### src/rtl/ps2_key_decoder.sv
// ps2_key_decoder
//   Turns a stream of received PS/2 set-2 scan-code bytes into key events.
//   A four-state prefix FSM recognises E0 (extended) and F0 (break).
//   Each completed event {ext, rel, code} is pushed into a small FIFO.
//   The arrow keys are tracked as held levels.
//   Bad bytes, prefix sequence errors and prefix timeouts are counted.
//
// Ports
//   CLK, RST      system clock (rising edge); synchronous active-high reset
//   CODE_VALID    one-cycle strobe: CODE holds a received byte
//   CODE          received data byte
//   CODE_ERR      the strobed byte failed its framing/parity check
//   KEY_VALID     the FIFO head holds an event
//   KEY_READY     the consumer takes the head (pop when KEY_VALID && KEY_READY)
//   KEY_CODE      scan code of the head event
//   KEY_EXT       the head event was E0-prefixed
//   KEY_RELEASE   the head event is a break (F0-prefixed)
//   ARROW_STATE   held arrows {RIGHT, LEFT, DOWN, UP}
//   OVERFLOW      sticky: an event was dropped because the FIFO was full
//   ERR_COUNT     saturating count of discarded bytes and sequence errors

module ps2_key_decoder #(
    parameter int FIFO_DEPTH     = 4,
    parameter int TIMEOUT_CYCLES = 2_000_000
) (
    input  logic       CLK,
    input  logic       RST,
    input  logic       CODE_VALID,
    input  logic [7:0] CODE,
    input  logic       CODE_ERR,
    output logic       KEY_VALID,
    input  logic       KEY_READY,
    output logic [7:0] KEY_CODE,
    output logic       KEY_EXT,
    output logic       KEY_RELEASE,
    output logic [3:0] ARROW_STATE,
    output logic       OVERFLOW,
    output logic [7:0] ERR_COUNT
);

    localparam int PW = (FIFO_DEPTH > 1) ? $clog2(FIFO_DEPTH) : 1;
    localparam int TW = $clog2(TIMEOUT_CYCLES + 1);
    localparam logic [PW:0]   DEPTH_L = FIFO_DEPTH[PW:0];
    localparam logic [TW-1:0] TMO_LAST = TW'(TIMEOUT_CYCLES - 1);

    localparam logic [7:0] B_E0 = 8'hE0;
    localparam logic [7:0] B_F0 = 8'hF0;

    typedef enum logic [1:0] {
        IDLE     = 2'd0,
        GOT_E0   = 2'd1,
        GOT_F0   = 2'd2,
        GOT_E0F0 = 2'd3
    } state_t;

    typedef struct packed {
        logic       ext;
        logic       rel;
        logic [7:0] code;
    } key_evt_t;

    state_t        state, state_nxt;
    logic [TW-1:0] tmo_cnt;
    logic          tmo_hit;
    logic          emit;
    logic          err_inc;
    key_evt_t      evt;
    logic          is_prefix;
    logic          is_ignored;

    // ------------------------------------------------------------------
    // Prefix FSM
    // ------------------------------------------------------------------
    always_ff @(posedge CLK) begin
        if (RST) state <= IDLE;
        else     state <= state_nxt;
    end

    always_comb begin
        state_nxt  = state;
        emit       = 1'b0;
        err_inc    = 1'b0;
        evt        = '{ext: 1'b0, rel: 1'b0, code: CODE};
        is_prefix  = (CODE == B_E0) || (CODE == B_F0);
        // Keyboard status/reply bytes that carry no key information.
        is_ignored = CODE inside {8'h00, 8'hAA, 8'hEE, 8'hFA, 8'hFE, 8'hFF};
        // A byte arriving on the last counted cycle wins over the timeout.
        tmo_hit    = (state != IDLE) && !CODE_VALID && (tmo_cnt == TMO_LAST);

        if (CODE_VALID) begin
            if (CODE_ERR) begin
                err_inc   = 1'b1;
                state_nxt = IDLE;
            end else begin
                case (state)
                    IDLE: begin
                        if (CODE == B_E0)      state_nxt = GOT_E0;
                        else if (CODE == B_F0) state_nxt = GOT_F0;
                        else if (!is_ignored)  emit = 1'b1;
                    end
                    GOT_E0: begin
                        if (CODE == B_F0) begin
                            state_nxt = GOT_E0F0;
                        end else if (CODE != B_E0) begin
                            emit      = 1'b1;
                            evt.ext   = 1'b1;
                            state_nxt = IDLE;
                        end
                    end
                    GOT_F0: begin
                        state_nxt = IDLE;
                        if (is_prefix) begin
                            err_inc = 1'b1;
                        end else begin
                            emit    = 1'b1;
                            evt.rel = 1'b1;
                        end
                    end
                    GOT_E0F0: begin
                        state_nxt = IDLE;
                        if (is_prefix) begin
                            err_inc = 1'b1;
                        end else begin
                            emit    = 1'b1;
                            evt.ext = 1'b1;
                            evt.rel = 1'b1;
                        end
                    end
                endcase
            end
        end else if (tmo_hit) begin
            err_inc   = 1'b1;
            state_nxt = IDLE;
        end
    end

    // The prefix timeout counter only runs while waiting in a prefix state.
    // It restarts on every received byte.
    always_ff @(posedge CLK) begin
        if (RST || CODE_VALID || state == IDLE || tmo_hit) tmo_cnt <= '0;
        else                                              tmo_cnt <= tmo_cnt + TW'(1);
    end

    always_ff @(posedge CLK) begin
        if (RST)                                 ERR_COUNT <= 8'h00;
        else if (err_inc && ERR_COUNT != 8'hFF)  ERR_COUNT <= ERR_COUNT + 8'h01;
    end

    // ------------------------------------------------------------------
    // Arrow levels. These are updated from every emitted extended event,
    // even when the FIFO has to drop the event.
    // ------------------------------------------------------------------
    always_ff @(posedge CLK) begin
        if (RST) begin
            ARROW_STATE <= 4'b0000;
        end else if (emit && evt.ext) begin
            case (evt.code)
                8'h75:   ARROW_STATE[0] <= !evt.rel;  // UP
                8'h72:   ARROW_STATE[1] <= !evt.rel;  // DOWN
                8'h6B:   ARROW_STATE[2] <= !evt.rel;  // LEFT
                8'h74:   ARROW_STATE[3] <= !evt.rel;  // RIGHT
                default: ;
            endcase
        end
    end

    // ------------------------------------------------------------------
    // Event FIFO
    // ------------------------------------------------------------------
    key_evt_t   mem [FIFO_DEPTH];
    key_evt_t   head;
    logic [PW-1:0] wr_ptr, rd_ptr;
    logic [PW:0]   count;
    logic          full, pop, push;

    assign full = (count == DEPTH_L);
    assign pop  = KEY_VALID && KEY_READY;
    // When a pop happens in the same cycle, a full FIFO still has room.
    assign push = emit && (!full || pop);

    // The depth is a power of two, so pointer overflow wraps modulo the depth.
    always_ff @(posedge CLK) begin
        if (RST) begin
            wr_ptr   <= '0;
            rd_ptr   <= '0;
            count    <= '0;
            OVERFLOW <= 1'b0;
        end else begin
            if (push) wr_ptr <= wr_ptr + PW'(1);
            if (pop)  rd_ptr <= rd_ptr + PW'(1);
            case ({push, pop})
                2'b10:   count <= count + (PW+1)'(1);
                2'b01:   count <= count - (PW+1)'(1);
                default: ;
            endcase
            if (emit && !push) OVERFLOW <= 1'b1;
        end
    end

    // The storage needs no reset. An entry is only visible through the
    // KEY_VALID-gated outputs after it has been written.
    always_ff @(posedge CLK) begin
        if (push) mem[wr_ptr] <= evt;
    end

    assign head        = mem[rd_ptr];
    assign KEY_VALID   = (count != '0);
    assign KEY_CODE    = KEY_VALID ? head.code : 8'h00;
    assign KEY_EXT     = KEY_VALID && head.ext;
    assign KEY_RELEASE = KEY_VALID && head.rel;

endmodule

### config.mk
export PLATFORM = sky130hd
export DESIGN_NAME = ps2_key_decoder
export DESIGN_NICKNAME = d
export VERILOG_FILES = /design/src/rtl/ps2_key_decoder.sv
export SDC_FILE = /design/constraint.sdc
export NUM_CORES = 1
export LEC_CHECK = 0
export CORE_AREA = 2 2 101 103
export CTS_CLUSTER_DIAMETER = 120
export DETAILED_ROUTE_END_ITERATION = 16
export DIE_AREA = 0 0 103 105
export GPL_ROUTABILITY_DRIVEN = 0
export PLACE_DENSITY = 0.65
export SETUP_SLACK_MARGIN = 0.2
export SYNTH_ARGS = -nofsm -noshare
export SYNTH_HDL_FRONTEND = slang
export SYNTH_SLANG_ARGS = --single-unit
### constraint.sdc
create_clock -name CLK -period 3.9 [get_ports CLK]
set_clock_uncertainty 0.05 [all_clocks]
set_input_delay 1.17 -clock CLK [delete_from_list [all_inputs] [get_ports CLK]]
set_output_delay 1.17 -clock CLK [all_outputs]
set_load 0.01 [all_outputs]
==> results of run 1 <==
==> flip-flops by register name, summed over array words and instances (netlist names), named ones only <==
name / count
count: 3
ARROW_STATE: 4
wr_ptr: 2
ERR_COUNT: 8
rd_ptr: 2
mem: 40
tmo_cnt: 21
state: 2
OVERFLOW: 1
==> cell families after synthesis <==
logic type	after synthesis	synth area share, %
and+or+nand+nor	153	21.97
xor gates and xnor gates	26	5.940
buffers and inverters	21	2.154
muxes	13	6.691
AOI/OAI and AO/OA	30	5.940
adders and majority gates	7	2.480
DFF	85	54.83
==> final timing paths <==
kind | start | endpoint | slack (ps)
max | CODE[3] | count[1]$_SDFFE_PP0P_ | 440
min | tmo_cnt[0]$_SDFF_PP0_ | tmo_cnt[0]$_SDFF_PP0_ | 410
max reg2reg | count[0]$_SDFFE_PP0P_ | count[2]$_SDFFE_PP0P_ | 1380
min reg2reg | tmo_cnt[0]$_SDFF_PP0_ | tmo_cnt[0]$_SDFF_PP0_ | 410
==> stage by stage <==
step	hold WS, ps	cell area, um^2
2_1_floorplan	367.6	3834
3_3_place_gp	382.2	4472
3_5_place_dp	393.1	4472
4_1_cts	412.1	4663
5_1_grt	442.1	4669
6_report	412.4	4669
==> layout by cell type, fill, tap and decap left out, drive strengths merged, types with 2 or more instances in the layout <==
| master | n |
|---|---|
| nor2 | 50 |
| dfxtp | 45 |
| edfxtp | 40 |
| clkdlybuf4s50 | 36 |
| nand2 | 18 |
| buf | 18 |
| nand3 | 17 |
| and2 | 15 |
| xor2 | 15 |
| xnor2 | 11 |
| mux4 | 10 |
| clkbuf | 10 |
| inv | 9 |
| nand4 | 8 |
| nor3 | 8 |
| ha | 6 |
| a211oi | 6 |
| o21ai | 6 |
| nor4 | 6 |
| nor2b | 5 |
| a21oi | 5 |
| or3 | 4 |
| and4 | 4 |
| or4b | 3 |
| o21a | 3 |
| nor3b | 3 |
| clkinvlp | 3 |
| and3 | 2 |
| nor4b | 2 |
| mux2i | 2 |
| a41oi | 2 |
| nand3b | 2 |
| or2 | 2 |
| clkinv | 2 |
==> area by class of cell <==
class,instances,area [um^2]
Fill cell,894,4970
Sequential cell,85,2102
Multi-Input combinational cell,229,1655
Timing Repair Buffer,54,520.5
Tap cell,133,166.4
Clock buffer,10,127.6
Clock inverter,6,63.81
Inverter,9,33.78
==> power breakdown <==
group	switching, W	leakage, nW	total (W)	internal (W)
clock	0.000305	0.0884	0.000599	0.000294
combinational	0.000236	0.702	0.000522	0.000286
sequential	0.0000353	0.738	0.00101	0.000974
total	0.000576	1.53	0.00213	0.00155
==> Yosys cell counts (all sizes together) (5+ instances only) <==
cell	instances	area share (%)
edfxtp	40	31
mux4	10	5.9
xor2	15	3.4
ha	6	2.0
nand4	8	1.3
a211oi	6	1.5
nand3	17	2.2
nor2	50	4.9
o21ai	6	0.88
nand2	18	1.8
a21oi	5	0.65
nor4	6	1.8
inv	9	0.88
nor2b	5	0.82
dfxtp	45	23
xnor2	11	2.5
nor3	8	1.0
clkbuf	8	0.78
and2	15	2.4
==> routing by layer <==
metal | global-route usage, % | routed length [um] | vias up | share of wire, %
met5 | 0 | 0 | - | 0
met2 | 23.56 | 3489 | 61 | 47
met4 | 6.673 | 165 | 0 | 2.2
met3 | 4.883 | 436 | 12 | 5.9
met1 | 18.98 | 3305 | 1265 | 45
li1 | - | - | 1319 | -
==> timing repair <==
action	4_1_cts	5_1_grt
endpoints found under the hold margin	0	0
setup endpoints to repair	0	1
resized for setup	0	1
buffers inserted	0	0
==> worst reg2reg max path: stages, from the launching register on <==
cell,delay (ps)
dfxtp_1,380
or3_1,570
nand2_1,370
nor2b_1,110
fa_1,400
nor2_1,150
a22oi_2,70
mux2_1,310
==> qor.txt, run 1 <==
CTS tree: done
RSZ-0062 raised after global routing: no
Vias: 2657
max_cap viols: 0
Port Buffer Count: 36
Worst-path clk slew: 80 ps
R2R cell count: 7
EDFF count, synth: 40
CTS Hold Bufs: 0
Core ar.: 9639 um^2
Mapped Area: 3834 um^2
register area share after synthesis: 54.83%
Area Overhead vs Synth: 21.80%
crit-path leading delay family: simple AND/OR/NAND/NOR gates
die area: 10820 um^2
row count: 36
final WL: 7397 um
ys async rst share: 0%
initial antenna violation count: 0
# IOs: 37
status: complete, no violations
startpoint types: input port
Buf/Inv on CP: 1
Tot Pwr: 0.002130 W
pwr dens: 456.2 nW/um^2
Setup crit end kind: flop
Worst EP arrival: 3650 ps
Rel. slew slack: 60.68%
post-route ant nets: 0
setup TNS: 0 ps
die height: 105 um
leakage power: 1.529 nW
hpwl dp: 5341 um
Non-Filler Instances: 526
post-DR wirelength/cell: 14.06 um
worst skew pair latency: 360 ps
Root Driver: clkbuf_8
synth warn: 0
Initial Util: 39.77%
Via-to-Cell Ratio: 5.051
Synth Net Count: 355
number of remaining DRC errors: 0
DR iter-0 viols: 97
TritonCTS Buffers: 9
crit-path max cell delay: 680 ps
mean post-synth cell area: 11.44 um^2
Longest Clk Path Bufs: 2
Worst path slowest cell: clkdlybuf4s50_1
total track usage: 15.11%
total gr overflow: 0
DP Worst Slack: 90.28 ps
critical setup path kind: input port to flop
Critical Path Stages: 11
# diodes: 0
crit-path most repeated cell: nand3_1
worst hold path type: flop to flop
min Tclk post-route: 3463 ps
WP data required: 4090 ps
peak supply drop: 0.0001882 V
Synth cell types: 53
hold depth: 1
Net count, final: 408
Final Core Density: 48.44%
predominant post-synthesis flop cell: dfxtp_1
Slew @ Worst Pin: 584.4 ps
Mapped Cells: 335
Crit Path Max Fanout: 9
number of global-route vias before repair: 2617
clk sink count: 85
fmax: 288.8 MHz
number of setup violations in the final report: 0
first-pass GRT wire length: 12520 um
dpl cells: 510
final worst slack: 436.8 ps
fin crit share: 88.80%
Max H-tree Level: 3
first-pass iteration count of the detailed router: 4
Die X: 103 um
final hold violation count: 0
largest net degree at the start of global routing: 22
synthesis-stage register bit count: 85
crit-path cells: clkdlybuf4s50_1, nand4_1, a211o_1, a211oi_4, nand3b_4, nor2b_1, fa_1, nand3_1, nor3_1, a41oi_1, nand3_1
share of layout cells above drive strength 1: 14.25%
final-report max-slew violation count: 0
(Power assumes the default switching activity.)
==> run 2, diff against run 1 <==
--- a/config.mk
+++ b/config.mk
@@ -6,12 +6,12 @@
 export NUM_CORES = 1
 export LEC_CHECK = 0
 export CORE_AREA = 2 2 101 103
-export CTS_CLUSTER_DIAMETER = 120
 export DETAILED_ROUTE_END_ITERATION = 16
 export DIE_AREA = 0 0 103 105
 export GPL_ROUTABILITY_DRIVEN = 0
 export PLACE_DENSITY = 0.65
 export SETUP_SLACK_MARGIN = 0.2
+export SKIP_LAST_GASP = 1
 export SYNTH_ARGS = -nofsm -noshare
 export SYNTH_HDL_FRONTEND = slang
 export SYNTH_SLANG_ARGS = --single-unit
==> results of run 2 <==
Same layout as run 1: the final DEF is identical, and so are final timing and power.
==> run 3, diff against run 2 <==
--- a/config.mk
+++ b/config.mk
@@ -6,10 +6,12 @@
 export NUM_CORES = 1
 export LEC_CHECK = 0
 export CORE_AREA = 2 2 101 103
+export CTS_CLUSTER_SIZE = 16
 export DETAILED_ROUTE_END_ITERATION = 16
 export DIE_AREA = 0 0 103 105
 export GPL_ROUTABILITY_DRIVEN = 0
 export PLACE_DENSITY = 0.65
+export REMOVE_ABC_BUFFERS = 1
 export SETUP_SLACK_MARGIN = 0.2
 export SKIP_LAST_GASP = 1
 export SYNTH_ARGS = -nofsm -noshare
==> qor.txt, run 3 (same netlist as run 1, synthesis figures left out) <==
status: complete, no violations
first-pass iteration count of the detailed router: 4
Biggest register: mem
row count: 36
Rel. slew slack: 63.67%
Root Driver: clkbuf_8
max_cap viols: 0
DP Worst Slack: 107.8 ps
worst hold path type: flop to flop
power share of the combinational group: 24.9%
Longest Clk Path Bufs: 2
Area Overhead vs Synth: 22.26%
post-DR wirelength/cell: 14.19 um
RSZ-0062 raised after global routing: no
post-route ant nets: 0
share of layout cells above drive strength 1: 13.78%
DR iter-0 viols: 115
worst skew pair latency: 350 ps
Core ar.: 9639 um^2
Slew @ Worst Pin: 540.0 ps
# IOs: 37
number of global-route vias before repair: 2589
die height: 105 um
Net count, final: 407
WP data required: 4090 ps
CTS resizes: 0
# diodes: 0
leakage power: 1.531 nW
Clock Power Share: 28.1%
DP Area: 4489 um^2
r2r startpoint: count[0]$_SDFFE_PP0P_
Seq pwr share: 47.0%
hpwl dp: 5394 um
FF-to-FF End: count[2]$_SDFFE_PP0P_
total track usage: 14.95%
switching share of total power: 27.40%
most frequent cells in the layout: nor2_1, dfxtp_1, edfxtp_1, clkdlybuf4s50_1
Setup crit end kind: flop
Worst-path clk slew: 80 ps
top flop regs: mem: 40 flops, tmo_cnt: 21 flops, ERR_COUNT: 8 flops
Final Instance Area: 4687 um^2
commonest non-fill, non-tap cell in the layout: nor2_1
Tot Pwr: 0.002150 W
startpoint types: input port
CTS Hold Bufs: 0
Via-to-Cell Ratio: 5.051
Post-CTS Setup Bufs: 0
initial antenna violation count: 0
first-pass GRT wire length: 12570 um
Vias: 2652
die area: 10820 um^2
Reg2Reg Setup Slack: 1370 ps
clk sink count: 85
setup TNS: 0 ps
min Tclk post-route: 3456 ps
R2R cell count: 7
total gr overflow: 0
CTS tree: done
largest net degree at the start of global routing: 22
Critical path origin: CODE[4]
peak supply drop: 0.0002330 V
Max H-tree Level: 3
Initial Util: 39.77%
Net Switching: 0.0005891 W
Worst EP arrival: 3650 ps
final-report max-slew violation count: 0
final hold violation count: 0
number of setup violations in the final report: 0
fin crit share: 88.63%
pwr dens: 458.8 nW/um^2
Final Core Density: 48.62%
max FFs per register: 40
final worst slack: 443.5 ps
number of remaining DRC errors: 0
critical setup path kind: input port to flop
Port Buffer Count: 36
Die X: 103 um
fmax: 289.3 MHz
Setup crit end: count[1]$_SDFFE_PP0P_
TritonCTS Buffers: 9
final WL: 7450 um
Crit Path Max Fanout: 5
Int Pwr: 0.001561 W
run 3: critical path, cell delays in order:
cell             delay [ps]
clkdlybuf4s50_1         530
nor4_1                  390
nand2_2                 130
a211oi_4                270
nand3b_4                170
nor2b_1                 160
fa_1                    440
nand3_1                  80
nor3_1                   60
a41oi_1                 160
nand3_1                  80
run 3: worst min-delay path by stage:
stage	to	slack (ps)	startpoint	cells after the start
6_report	tmo_cnt[0]$_SDFF_PP0_	400	tmo_cnt[0]$_SDFF_PP0_	1
5_1_grt	tmo_cnt[0]$_SDFF_PP0_	440	tmo_cnt[0]$_SDFF_PP0_	1
4_1_cts	tmo_cnt[0]$_SDFF_PP0_	410	tmo_cnt[0]$_SDFF_PP0_	1
3_5_place_dp	tmo_cnt[0]$_SDFF_PP0_	390	tmo_cnt[0]$_SDFF_PP0_	1
3_3_place_gp	tmo_cnt[0]$_SDFF_PP0_	380	tmo_cnt[0]$_SDFF_PP0_	1
2_1_floorplan	tmo_cnt[0]$_SDFF_PP0_	370	tmo_cnt[0]$_SDFF_PP0_	1
run 3: power by group through the flow:
stage               clock (W)  sequential, W  combinational [W]
floorplan                   0        0.00103           0.000276
global placement            0        0.00103           0.000533
detailed placement          0        0.00103           0.000542
CTS                  0.000633        0.00101           0.000543
global route         0.000669        0.00102           0.000590
finish               0.000605        0.00101           0.000535
run 3: layout make-up:
cell class | count | area (um^2)
fill | 920 | 4952
sequential | 85 | 2102
multi-input combinational | 229 | 1649
timing repair buffer | 53 | 538.0
tap | 133 | 166.4
clock buffer | 9 | 123.9
clock inverter | 7 | 73.82
inverter | 9 | 33.78
run 3: metrics by stage:
step	cells	hold WS [ps]
2_1_floorplan	323	367.6
3_3_place_gp	509	383.0
3_5_place_dp	509	390.1
4_1_cts	525	408.0
5_1_grt	525	437.1
6_report	525	403.6
run 3: layer usage:
layer  wire length [um]  GRT usage, %  up-vias  share of wire (%)
li1                   -             -     1318                  -
met1               3445         19.72     1278                 46
met2               3572         24.03       49                 48
met3                356         4.816        7                4.8
met4                 76         3.102        0                1.0
met5                  0             0        -                  0
